**config.mk**
```make
export PLATFORM = sky130hd
export DESIGN_NAME = resonant_sys_ctrl
export DESIGN_NICKNAME = d
export VERILOG_FILES = /design/src/rtl/resonant_sys_ctrl.sv
export SDC_FILE = /design/constraint.sdc
export NUM_CORES = 1
export LEC_CHECK = 0
export CAP_MARGIN = 0
export CORE_ASPECT_RATIO = 1.2
export CORE_UTILIZATION = 57
export DETAILED_ROUTE_END_ITERATION = 16
export PLACE_DENSITY = 0.81
export SYNTH_ARGS = -nofsm -noshare
export SYNTH_HDL_FRONTEND = slang
export SYNTH_SLANG_ARGS = --single-unit
export TNS_END_PERCENT = 5
```
**constraint.sdc**
```tcl
create_clock -name clk -period 6.8 [get_ports clk]
set_clock_uncertainty 0.2 [all_clocks]
set_input_delay 1.02 -clock clk [delete_from_list [all_inputs] [get_ports clk]]
set_output_delay 1.02 -clock clk [all_outputs]
set_load 0.02 [all_outputs]
```
**src/rtl/resonant_sys_ctrl.sv**
```systemverilog
// resonant_sys_ctrl: applies host reference updates to resonant_sys at safe points,
// drives start, and measures q_serialized charge pulses over fixed windows.
module resonant_sys_ctrl #(
  parameter int BUS_WIDTH      = 10,
  parameter int PULSE_DURATION = 3,
  parameter int Q_PER_PULSE    = 60,
  parameter int WINDOW_CYCLES  = 256,
  parameter int SETTLE_CYCLES  = 4,
  parameter int CNT_WIDTH      = 16
) (
  input  logic                 clk,
  input  logic                 rst_n,
  input  logic                 enable,
  input  logic                 cfg_valid,
  output logic                 cfg_ready,
  input  logic [BUS_WIDTH-1:0] cfg_iref,
  output logic [BUS_WIDTH-1:0] i_ref,
  output logic                 start,
  input  logic                 q_serialized,
  output logic                 meas_valid,
  output logic [CNT_WIDTH-1:0] meas_pulses,
  output logic [CNT_WIDTH-1:0] meas_charge,
  output logic                 pulse_err,
  output logic                 busy
);

  localparam int CYC_MAX = (WINDOW_CYCLES > SETTLE_CYCLES) ? WINDOW_CYCLES : SETTLE_CYCLES;
  localparam int CYC_W   = $clog2(CYC_MAX + 1);
  localparam int HI_W    = $clog2(PULSE_DURATION + 1);
  localparam int PROD_W  = CNT_WIDTH + 8;

  localparam logic [CYC_W-1:0]     SETTLE_LAST = CYC_W'(SETTLE_CYCLES - 1);
  localparam logic [CYC_W-1:0]     WINDOW_LAST = CYC_W'(WINDOW_CYCLES - 1);
  localparam logic [CYC_W-1:0]     CYC_ONE     = CYC_W'(1);
  localparam logic [HI_W-1:0]      HI_LIMIT    = HI_W'(PULSE_DURATION);
  localparam logic [HI_W-1:0]      HI_ONE      = HI_W'(1);
  localparam logic [CNT_WIDTH-1:0] CNT_MAX     = {CNT_WIDTH{1'b1}};
  localparam logic [CNT_WIDTH-1:0] CNT_ONE     = CNT_WIDTH'(1);
  localparam logic [PROD_W-1:0]    Q_MULT      = PROD_W'(Q_PER_PULSE);

  typedef enum logic [1:0] {
    IDLE   = 2'd0,
    LOAD   = 2'd1,
    RUN    = 2'd2,
    REPORT = 2'd3
  } state_t;

  function automatic logic [CNT_WIDTH-1:0] sat_charge(input logic [CNT_WIDTH-1:0] cnt);
    logic [PROD_W-1:0] prod;
    prod = PROD_W'(cnt) * Q_MULT;
    if (|prod[PROD_W-1:CNT_WIDTH]) begin
      return CNT_MAX;
    end else begin
      return prod[CNT_WIDTH-1:0];
    end
  endfunction

  state_t                 state_r, state_s;
  logic [CYC_W-1:0]       cyc_cnt_r;
  logic [HI_W-1:0]        hi_cnt_r;
  logic                   q_d_r;
  logic                   pending_r;
  logic [BUS_WIDTH-1:0]   shadow_r;
  logic [BUS_WIDTH-1:0]   i_ref_r;
  logic                   cfg_ready_r;
  logic                   start_r;
  logic                   busy_r;
  logic                   meas_valid_r;
  logic [CNT_WIDTH-1:0]   pulse_cnt_r;
  logic [CNT_WIDTH-1:0]   meas_pulses_r;
  logic [CNT_WIDTH-1:0]   meas_charge_r;
  logic                   pulse_err_r;

  logic                   xfer_s;
  logic                   pend_eff_s;
  logic [BUS_WIDTH-1:0]   shadow_eff_s;
  logic                   rise_s;
  logic                   load_entry_s;
  logic                   too_long_s;
  logic [CNT_WIDTH-1:0]   cnt_final_s;

  assign cfg_ready   = cfg_ready_r;
  assign i_ref       = i_ref_r;
  assign start       = start_r;
  assign busy        = busy_r;
  assign meas_valid  = meas_valid_r;
  assign meas_pulses = meas_pulses_r;
  assign meas_charge = meas_charge_r;
  assign pulse_err   = pulse_err_r;

  // A transfer in this cycle already counts as pending, so REPORT can branch to LOAD on it.
  assign xfer_s       = cfg_valid & cfg_ready_r;
  assign pend_eff_s   = pending_r | xfer_s;
  assign shadow_eff_s = xfer_s ? cfg_iref : shadow_r;
  assign rise_s       = q_serialized & ~q_d_r;
  assign load_entry_s = (state_s == LOAD) && (state_r != LOAD);
  assign too_long_s   = q_serialized && (hi_cnt_r == HI_LIMIT);
  assign cnt_final_s  = ((state_r == RUN) && rise_s && (pulse_cnt_r != CNT_MAX)) ?
                        (pulse_cnt_r + CNT_ONE) : pulse_cnt_r;

  // Next-state selection; dropping enable aborts from any active state
  always_comb begin
    state_s = state_r;
    case (state_r)
      IDLE: begin
        if (enable) state_s = LOAD;
        else        state_s = IDLE;
      end
      LOAD: begin
        if (!enable)                         state_s = IDLE;
        else if (cyc_cnt_r == SETTLE_LAST)   state_s = RUN;
        else                                 state_s = LOAD;
      end
      RUN: begin
        if (!enable)                         state_s = IDLE;
        else if (cyc_cnt_r == WINDOW_LAST)   state_s = REPORT;
        else                                 state_s = RUN;
      end
      REPORT: begin
        if (!enable)         state_s = IDLE;
        else if (pend_eff_s) state_s = LOAD;
        else                 state_s = RUN;
      end
      default: state_s = IDLE;
    endcase
  end

  // State register, per-state cycle counter and q_serialized history
  always_ff @(posedge clk or negedge rst_n) begin
    if (!rst_n) begin
      state_r   <= IDLE;
      cyc_cnt_r <= {CYC_W{1'b0}};
      q_d_r     <= 1'b0;
      hi_cnt_r  <= {HI_W{1'b0}};
    end else begin
      state_r <= state_s;
      if ((state_s != state_r) || (state_r == IDLE)) cyc_cnt_r <= {CYC_W{1'b0}};
      else                                           cyc_cnt_r <= cyc_cnt_r + CYC_ONE;
      q_d_r <= q_serialized;
      if (!q_serialized)              hi_cnt_r <= {HI_W{1'b0}};
      else if (hi_cnt_r != HI_LIMIT)  hi_cnt_r <= hi_cnt_r + HI_ONE;
      else                            hi_cnt_r <= hi_cnt_r;
    end
  end

  // Shadow register and reference application on LOAD entry
  always_ff @(posedge clk or negedge rst_n) begin
    if (!rst_n) begin
      pending_r   <= 1'b0;
      shadow_r    <= {BUS_WIDTH{1'b0}};
      cfg_ready_r <= 1'b1;
      i_ref_r     <= {BUS_WIDTH{1'b0}};
    end else begin
      shadow_r <= shadow_eff_s;
      if (load_entry_s) begin
        pending_r   <= 1'b0;
        cfg_ready_r <= 1'b1;
        if (pend_eff_s) i_ref_r <= shadow_eff_s;
        else            i_ref_r <= i_ref_r;
      end else begin
        pending_r   <= pend_eff_s;
        cfg_ready_r <= ~pend_eff_s;
      end
    end
  end

  // Pulse counting, window results, width error and status outputs
  always_ff @(posedge clk or negedge rst_n) begin
    if (!rst_n) begin
      pulse_cnt_r   <= {CNT_WIDTH{1'b0}};
      meas_valid_r  <= 1'b0;
      meas_pulses_r <= {CNT_WIDTH{1'b0}};
      meas_charge_r <= {CNT_WIDTH{1'b0}};
      pulse_err_r   <= 1'b0;
      start_r       <= 1'b0;
      busy_r        <= 1'b0;
    end else begin
      if (state_r == RUN) pulse_cnt_r <= cnt_final_s;
      else                pulse_cnt_r <= {CNT_WIDTH{1'b0}};
      meas_valid_r <= (state_s == REPORT);
      if (state_s == REPORT) begin
        meas_pulses_r <= cnt_final_s;
        meas_charge_r <= sat_charge(cnt_final_s);
      end
      if (load_entry_s)                         pulse_err_r <= 1'b0;
      else if ((state_r != IDLE) && too_long_s) pulse_err_r <= 1'b1;
      else                                      pulse_err_r <= pulse_err_r;
      start_r <= (state_s == RUN) || (state_s == REPORT);
      busy_r  <= (state_s != IDLE);
    end
  end

endmodule

```
==> results.md, run 1 <==
Synth:
- sky130_fd_sc_hd__dfrtp_1 is the most common cell in the netlist.
- sky130_fd_sc_hd__dfrtp_1 takes more of the synthesized area than any other cell.
- Synthesis produced a netlist with a net count of 582.
- After technology mapping, the gate count stands at 520.
- By area the synthesized netlist is led by sky130_fd_sc_hd__dfrtp_1 40%, sky130_fd_sc_hd__fa_1 7.0%, sky130_fd_sc_hd__ha_1 6.5%.
- The share of the Yosys chip area taken by registers is 40.4%.
- Sorting the synthesized cells by how often they occur yields 86 x sky130_fd_sc_hd__dfrtp_1, 53 x sky130_fd_sc_hd__nor2_1, 52 x sky130_fd_sc_hd__inv_1, 34 x sky130_fd_sc_hd__nand2_1, 28 x sky130_fd_sc_hd__ha_1.
- The area fraction of the dominant cell type after synthesis is 39.9%.
- The dominant register cell in the synthesized netlist is sky130_fd_sc_hd__dfrtp_1.
- The number of enable flip-flop cells after synthesis is 0.
- A synthesized cell averages 10.4 µm².
- The netlist area before placement is 5400 µm².
- In the synthesized netlist the async set-or-reset flop fraction comes to 100%.
- Counting flops and latches in the post-synthesis netlist gives 87.
- The total number of yosys warnings is 0.
- After synthesis, the netlist uses 66 different library cells.

Timing:
- The number of failing hold endpoints at the final stage is 0.
- The final critical-path setup slack is 0.657 ns.
- The total negative setup slack is 0 ns.
- Setup repair after global routing left no endpoint under its margin.
- Timing would allow up to 0.163 GHz.
- The worst path in the final design needs a cycle of 6.14 ns, including I/O delays and setup.
- Setup violations remaining at the end of the flow were counted as 0.
- The final critical-path share of the clock period is 90.3%.
- The number of slew-limit violations in the final report is 0.
- The transition time at the pin with the least slew margin is 1.03 ns.
- The worst-case headroom to the max-slew limit is 31.5%.

Power:
- The power density relative to cell area is 183 nW/µm².
- The analysis attributes to cell leakage a power of 0.00307 µW.
- The maximum vdd drop is 0.113 mV.
- Power comes to 1160 µW.

Place:
- The sum of net half-perimeters after detailed placement is 8250 µm.
- The placer congestion estimate is 0.888.
- Counting tap cells, the placed design contains a total of 695 instances.
- The post-place setup slack is 0.337 ns.
- The count of port buffers added during placement is 61.

Clock tree:
- The later-pin clock latency in the skew report is 0.36 ns.
- The maximum buffer depth of the clock tree is 2.
- The clock input transition at the sequential cells of the worst setup and hold paths is 0.09 ns.
- Clock tree synthesis inserted a total of 9 buffers.
- The number of H-tree levels is 3.
- For this design, the CTS-stage hold fixing added 0 buffers.
- TritonCTS built the clock tree.
- The TritonCTS sink count is 87.
- The clock tree root driver cell is sky130_fd_sc_hd__clkbuf_8.
- In this run the post-CTS setup repair buffer count came out at 0.
- The number of gates resized after CTS was 0.

Floorplanning:
- Row generation in the floorplan step produced 38 rows.
- The core box area is 9130 µm².
- The starting density of the core is 59.1%.
- From bottom edge to top edge, the die measures 109 µm.
- Measured along the x axis, the die boundary spans 90.8 µm.
- The I/O pin count is 62.
- The area of the die is 9860 µm².

Critical path:
- The top fanout value on the critical path is 15.
- The largest individual stage delay along the critical path comes from the cell sky130_fd_sc_hd__clkdlybuf4s50_1.
- The setup slack of the most critical reg-to-reg path is 0.95 ns.
- The signal on the critical path passes through clkdlybuf4s50_1, nand3b_1, a31oi_4, and3_4, and3_1, xnor2_1, inv_1, xnor2_1, ha_1, inv_1, fa_1, inv_1, ha_1, a21oi_1, o211ai_1, a21o_1, a221o_1, nand4b_1, a2111oi_4, buf_4, a21oi_1.
- The largest incremental delay on the critical path is 0.54 ns.
- The worst register-to-register path ends at meas_charge[5].
- The capturing element type of the critical path is a register.
- The type of origin of the critical path is an input port.
- Counting cells, the worst reg-to-reg path comes to 21.
- At the worst endpoint, the required time is 6.84 ns.
- The arrival time at the worst endpoint is 6.18 ns.
- The critical path is of the in2reg type.
- The startpoint identified for the worst register-to-register timing path is pulse_cnt_r[0].
- The most numerous cell on the critical path is sky130_fd_sc_hd__inv_1.

Drt:
- Dividing the detail-routed via count by the number of cells gives 5.54.
- The pre-antenna-repair detailed-routing pass consisted of 5 iterations.
- Summing over every cut layer, the via total after detailed routing is 3941.
- The total DRC errors in the routed layout is 0.
- Dividing the detail-routed wire length by the instance count gives 15.2 µm.
- The initial detailed-routing violation count is 164.
- The antenna violation net count after detailed routing is 0.
- For this block, the routed nets add up to 10800 µm of wire.

Run status:
- The flow ran to the end, and the final reports show no timing, DRC or antenna violations.

Global route:
- The overall track demand over capacity in global routing is 23.9%.
- The total overflow left after global routing is 0.
- The number of antenna violations at the first check in global routing came to 0.
- The number of global-route vias before repair was 4104.
- Entering global routing, the biggest net connects 88 pins.
- The wire length of the first global-routing pass is 18700 µm.

Job:
- Max-cap violations in this run came to 0.

Min path:
- For hold timing, the worst endpoint is meas_pulses[0].
- The worst hold path begins at meas_pulses[0].
- The count of cells along the worst hold path is 2.
- The path class of the tightest hold or removal check is reg2reg.

Layout:
- The core utilization of the finished layout is 69.5%.
- The antenna diode instance count is 0.
- From synthesis to final layout, the design area changed by 17.6%.
- The fraction of final layout cells sized beyond drive strength 1 is 12.5%.
- The non-filler instance count after layout is 711.
- At the end of the flow, the number of nets in the layout was 648.
## cells by family (layout without fill, tap and decap cells)
kind of cell	Yosys count	count (layout)	synth area share, %
compound gates	96	96	12.8
simple gates	148	148	13.9
fa+ha+maj	54	54	14.8
flops	87	87	40.4
mux	24	24	4.94
buf+inv	67	138	4.89
xor+xnor	44	44	8.21
## cell usage in the layout, fill, tap and decap left out, types with 6 or more instances in the layout
master,netlist,layout
sky130_fd_sc_hd__a21oi_1,26,26
sky130_fd_sc_hd__mux2_2,21,21
sky130_fd_sc_hd__nor2_1,53,53
sky130_fd_sc_hd__nand2_1,34,34
sky130_fd_sc_hd__clkbuf_8,0,9
sky130_fd_sc_hd__xor2_1,18,18
sky130_fd_sc_hd__dfrtp_1,86,86
sky130_fd_sc_hd__ha_1,28,28
sky130_fd_sc_hd__fa_1,19,19
sky130_fd_sc_hd__maj3_1,7,7
sky130_fd_sc_hd__a21oi_2,9,9
sky130_fd_sc_hd__buf_4,1,8
sky130_fd_sc_hd__inv_1,52,52
sky130_fd_sc_hd__and3_1,15,15
sky130_fd_sc_hd__a21o_1,8,8
sky130_fd_sc_hd__clkdlybuf4s50_1,0,60
sky130_fd_sc_hd__o21ai_0,21,21
sky130_fd_sc_hd__xnor2_1,21,21
sky130_fd_sc_hd__nand3_1,7,7
sky130_fd_sc_hd__nand4_1,6,6
## cell type report
class | count | area, µm²
fillers | 728 | 2780
inverters | 54 | 203
repair buffers | 68 | 661
well taps | 120 | 150
multi-input cells | 366 | 2950
clock buffers | 9 | 124
flip-flops and latches | 87 | 2180
clock inverters | 7 | 77.6
## sequential cells by signal, indices dropped and copies added, names as in the netlist
signal / cells
pulse_err: 1
cyc_cnt_r: 9
pulse_cnt_r: 16
start: 1
hi_cnt_r: 2
meas_pulses: 16
cfg_ready: 1
shadow_r: 10
i_ref: 10
pending_r: 1
state_r: 2
busy: 1
meas_charge: 15
meas_valid: 1
q_d_r: 1
## worst max-delay path: cells and delay by family
kind	cells	cell delay [ns]
buffers and inverters	5	1.16
xor gates and xnor gates	2	0.45
adders and majority gates	3	1.16
AOI/OAI and AO/OA	7	1.59
and+or+nand+nor	4	0.79
## worst max-delay path by stage
stage,startpoint,to,slack [ns],cells after the start
after floorplan,q_serialized,meas_charge[13],1.02,20
after global placement,q_serialized,meas_charge[2],0.46,18
after detailed placement,q_serialized,meas_charge[2],0.34,18
after CTS,q_serialized,meas_charge[2],0.71,21
after global routing,q_serialized,meas_charge[4],0.32,20
final,q_serialized,meas_charge[5],0.66,21
## power breakdown
part	internal, µW	switching, µW	total [µW]	leakage (µW)
clock network	174	194	368	0.000101
logic	104	92.7	197	0.00181
registers	570	24.2	594	0.00116
total	848	311	1160	0.00307
## per-stage QoR
| stage | hold WS [ns] | cell area [µm²] |
|---|---|---|
| floorplan | 0.248 | 5400 |
| global placement | 0.261 | 6150 |
| detailed placement | 0.270 | 6150 |
| CTS | 0.290 | 6350 |
| global route | 0.309 | 6350 |
| finish | 0.284 | 6350 |
## layer usage
metal,wire [µm],track usage [%],share of wire [%],up-vias
met2,5760,45.3,53,96
met5,0,0,0,-
met3,347,4.01,3.2,22
li1,-,-,-,1908
met1,4480,26.7,41,1915
met4,240,9.41,2.2,0
Power figures use the tool's default switching activity.
==> run 2: changes to the inputs <==
--- a/config.mk
+++ b/config.mk
@@ -9,6 +9,7 @@
 export CORE_ASPECT_RATIO = 1.2
 export CORE_UTILIZATION = 57
 export DETAILED_ROUTE_END_ITERATION = 16
+export HOLD_SLACK_MARGIN = 0.15
 export PLACE_DENSITY = 0.81
 export SYNTH_ARGS = -nofsm -noshare
 export SYNTH_HDL_FRONTEND = slang
==> results of run 2 <==
No change in the layout: final DEF, timing and power equal those of run 1.
==> run 3: changes to the inputs <==
--- a/config.mk
+++ b/config.mk
@@ -10,6 +10,7 @@
 export CORE_UTILIZATION = 57
 export DETAILED_ROUTE_END_ITERATION = 16
 export HOLD_SLACK_MARGIN = 0.15
+export MAX_ROUTING_LAYER = met4
 export PLACE_DENSITY = 0.81
 export SYNTH_ARGS = -nofsm -noshare
 export SYNTH_HDL_FRONTEND = slang
==> run 3 against run 2 <==
Net effect:
- first-iteration DRC count down 37%
- cell count unchanged
- critical path depth is 3 lower
- core utilization rose by 0.082 points
- die area stayed put
- worst hold slack gained 0.0018 ns
- highest routed layer unchanged
- clock power grew 1%
- register-to-register slack better by 0.09 ns
- sequential share of layout area is essentially flat
- sequential cell count did not move
- non-clock buffer count did not move
- via count up 0.15%
==> results.md, run 3 (synthesis results as in run 1) <==
Timing:
- The number of failing hold endpoints at the final stage is 0.
- In the final timing run, aggregate negative setup slack is 0 ns.
- The total of endpoints with negative setup slack in the final report is 0.
- The worst-case headroom to the max-slew limit is 30.2%.
- The final critical-path share of the clock period is 89.5%.
- The number of slew-limit violations in the final report is 0.
- The minimum clock period is 6.09 ns.
- Derived from the worst setup path, the maximum achievable clock frequency is 0.164 GHz.
- The transition time at the pin with the least slew margin is 1.05 ns.
- Setup repair after global routing left no endpoint under its margin.

Clock tree:
- Post-CTS timing repair inserted 0 buffers for setup.
- The tree built by TritonCTS fans out to 87 sinks.
- The maximum buffer depth of the clock tree is 2.
- The number of buffers inserted during clock tree synthesis is 9.
- The number of gates resized after CTS was 0.
- Hold repair after CTS inserted 0 buffers.
- Clock-pin slew was measured on the worst setup and hold paths at 0.09 ns.
- The CTS tree is yes.
- In this run the number of H-tree levels came out at 3.
- At the later pin of the worst-skew pair, clock insertion delay measures 0.36 ns.
- Clock tree synthesis selected as its root buffer the cell sky130_fd_sc_hd__clkbuf_8.

Drt:
- The first detailed-routing pass ran for 4 iterations.
- The detailed router finished its first iteration with 103 violations.
- Summing over every cut layer, the via total after detailed routing is 3947.
- The antenna violation net count after detailed routing is 0.
- After detailed routing, the number of remaining DRC violations is 0.
- Dividing the detail-routed wire length by the instance count gives 14.8 µm.
- For this block, the routed nets add up to 10500 µm of wire.
- The number of vias per cell after detailed routing is 5.55.

Critical path:
- At the worst endpoint, the required time is 6.83 ns.
- The type of origin of the critical path is an input port.
- The top fanout value on the critical path is 15.
- For the worst setup path, the data arrival time is 6.12 ns.
- The worst setup path is captured at a register.
- The class of the most critical setup path is in2reg.

Global route:
- The global route total overflow is 0.
- For this run, the total global-route usage over all layers was measured as 23.6%.
- The number of antenna violations at the first check in global routing was 0.
- The wire length of the first global-routing pass is 18000 µm.
- The number of global-route vias before repair is 3975.
- The largest net degree at the start of global routing is 88.

Power:
- In this run the power density over the cells is 183 nW/µm².
- The maximum vdd drop is 0.0909 mV.
- The cell leakage power is 0.00307 µW.

Floorplanning:
- The starting density of the core is 59.1%.
- The height of the chip is 109 µm.
- The die width is 90.8 µm.
- The count of standard-cell rows is 38.
- 62 I/O pins were placed.
- The area of the die is 9860 µm².
- The core region is 9130 µm².

Place:
- Routability-driven placement finished with a final weighted congestion of 0.858.
- The count of port buffers added during placement is 61.
- The sum of net half-perimeters after detailed placement is 7990 µm.

Run status:
- The run finished with clean final reports.

Layout:
- The synthesis-to-finish area growth is 17.8%.
- The core utilization of the finished layout is 69.6%.
- In the final design database the tool counted 648 nets.
- The most common library cell in the layout ignoring fill and taps is sky130_fd_sc_hd__dfrtp_1.
- The top cell types in the final layout, fill and taps aside, are 86 x sky130_fd_sc_hd__dfrtp_1, 60 x sky130_fd_sc_hd__clkdlybuf4s50_1, 53 x sky130_fd_sc_hd__nor2_1, 52 x sky130_fd_sc_hd__inv_1, 34 x sky130_fd_sc_hd__nand2_1.
- The fraction of final layout cells sized beyond drive strength 1 is 12.4%.
- The repair_antennas step left the layout with diodes totalling 0.

Job:
- The number of max-cap violations is 0.

Min path:
- The min-delay analysis places its worst path in the category reg2reg.
-- run 3: cell count changes in the layout (fill, tap and decap cells not counted), sizes merged --
cell / delta
inv: -3
clkinv: -1
clkbuf: +3
clkinvlp: +1
-- run 3: power breakdown --
part	internal, µW	leakage (µW)	total (µW)	switching, µW
Clock	191	0.0000988	373	183
Combinational	104	0.00181	195	91.1
Sequential	570	0.00116	593	23.1
Total	864	0.00307	1160	297
-- run 3: path summary, 6_finish.rpt --
check                                from         endpoint  slack (ns)  depth (start not counted)
max in group asynchronous           rst_n         i_ref[3]        5.09                          1
setup reg to reg           pulse_cnt_r[0]   meas_charge[2]        1.04                         17
hold / removal             meas_pulses[6]   meas_pulses[6]        0.29                          2
setup / recovery             q_serialized   meas_charge[2]        0.71                         18
hold reg to reg            meas_pulses[6]   meas_pulses[6]        0.29                          2
min in group asynchronous           rst_n  meas_pulses[15]        0.64                          1
-- run 3: area by class of cell --
type	instances	area [µm²]
clock buffers	12	155
clock inverters	4	53.8
well taps	120	150
flip-flops and latches	87	2180
fillers	739	2770
multi-input cells	366	2950
inverters	54	203
repair buffers	68	661
-- run 3: stage by stage --
step	worst slack (ns)	instance area (µm²)	power [µW]	hold WS (ns)	cells
2_1_floorplan	1.02	5400	702	0.248	520
3_3_place_gp	0.477	6150	792	0.262	695
3_5_place_dp	0.345	6150	802	0.270	695
4_1_cts	0.701	6350	1170	0.288	711
5_1_grt	0.372	6350	1200	0.322	711
6_report	0.714	6350	1160	0.286	711
-- run 3: layer usage --
metal,routed length (µm),GRT usage (%)
met5,0,-
met4,157,7.48
met3,352,3.94
met2,5630,43.2
met1,4350,26.4
-- run 3: critical path: stages --
cell and delay [ns]:
sky130_fd_sc_hd__clkdlybuf4s50_1 0.54, sky130_fd_sc_hd__nand3b_1 0.14, sky130_fd_sc_hd__a31oi_4 0.19, sky130_fd_sc_hd__and4_4 0.28, sky130_fd_sc_hd__nand2_1 0.09, sky130_fd_sc_hd__xor2_2 0.45, sky130_fd_sc_hd__xor3_1 0.54, sky130_fd_sc_hd__fa_1 0.52
sky130_fd_sc_hd__inv_1 0.04, sky130_fd_sc_hd__ha_1 0.37, sky130_fd_sc_hd__a21oi_1 0.17, sky130_fd_sc_hd__o21a_1 0.16, sky130_fd_sc_hd__o221ai_1 0.12, sky130_fd_sc_hd__a21oi_1 0.18, sky130_fd_sc_hd__or4b_4 0.50, sky130_fd_sc_hd__a2111oi_4 0.37
sky130_fd_sc_hd__buf_4 0.30, sky130_fd_sc_hd__a21oi_1 0.10
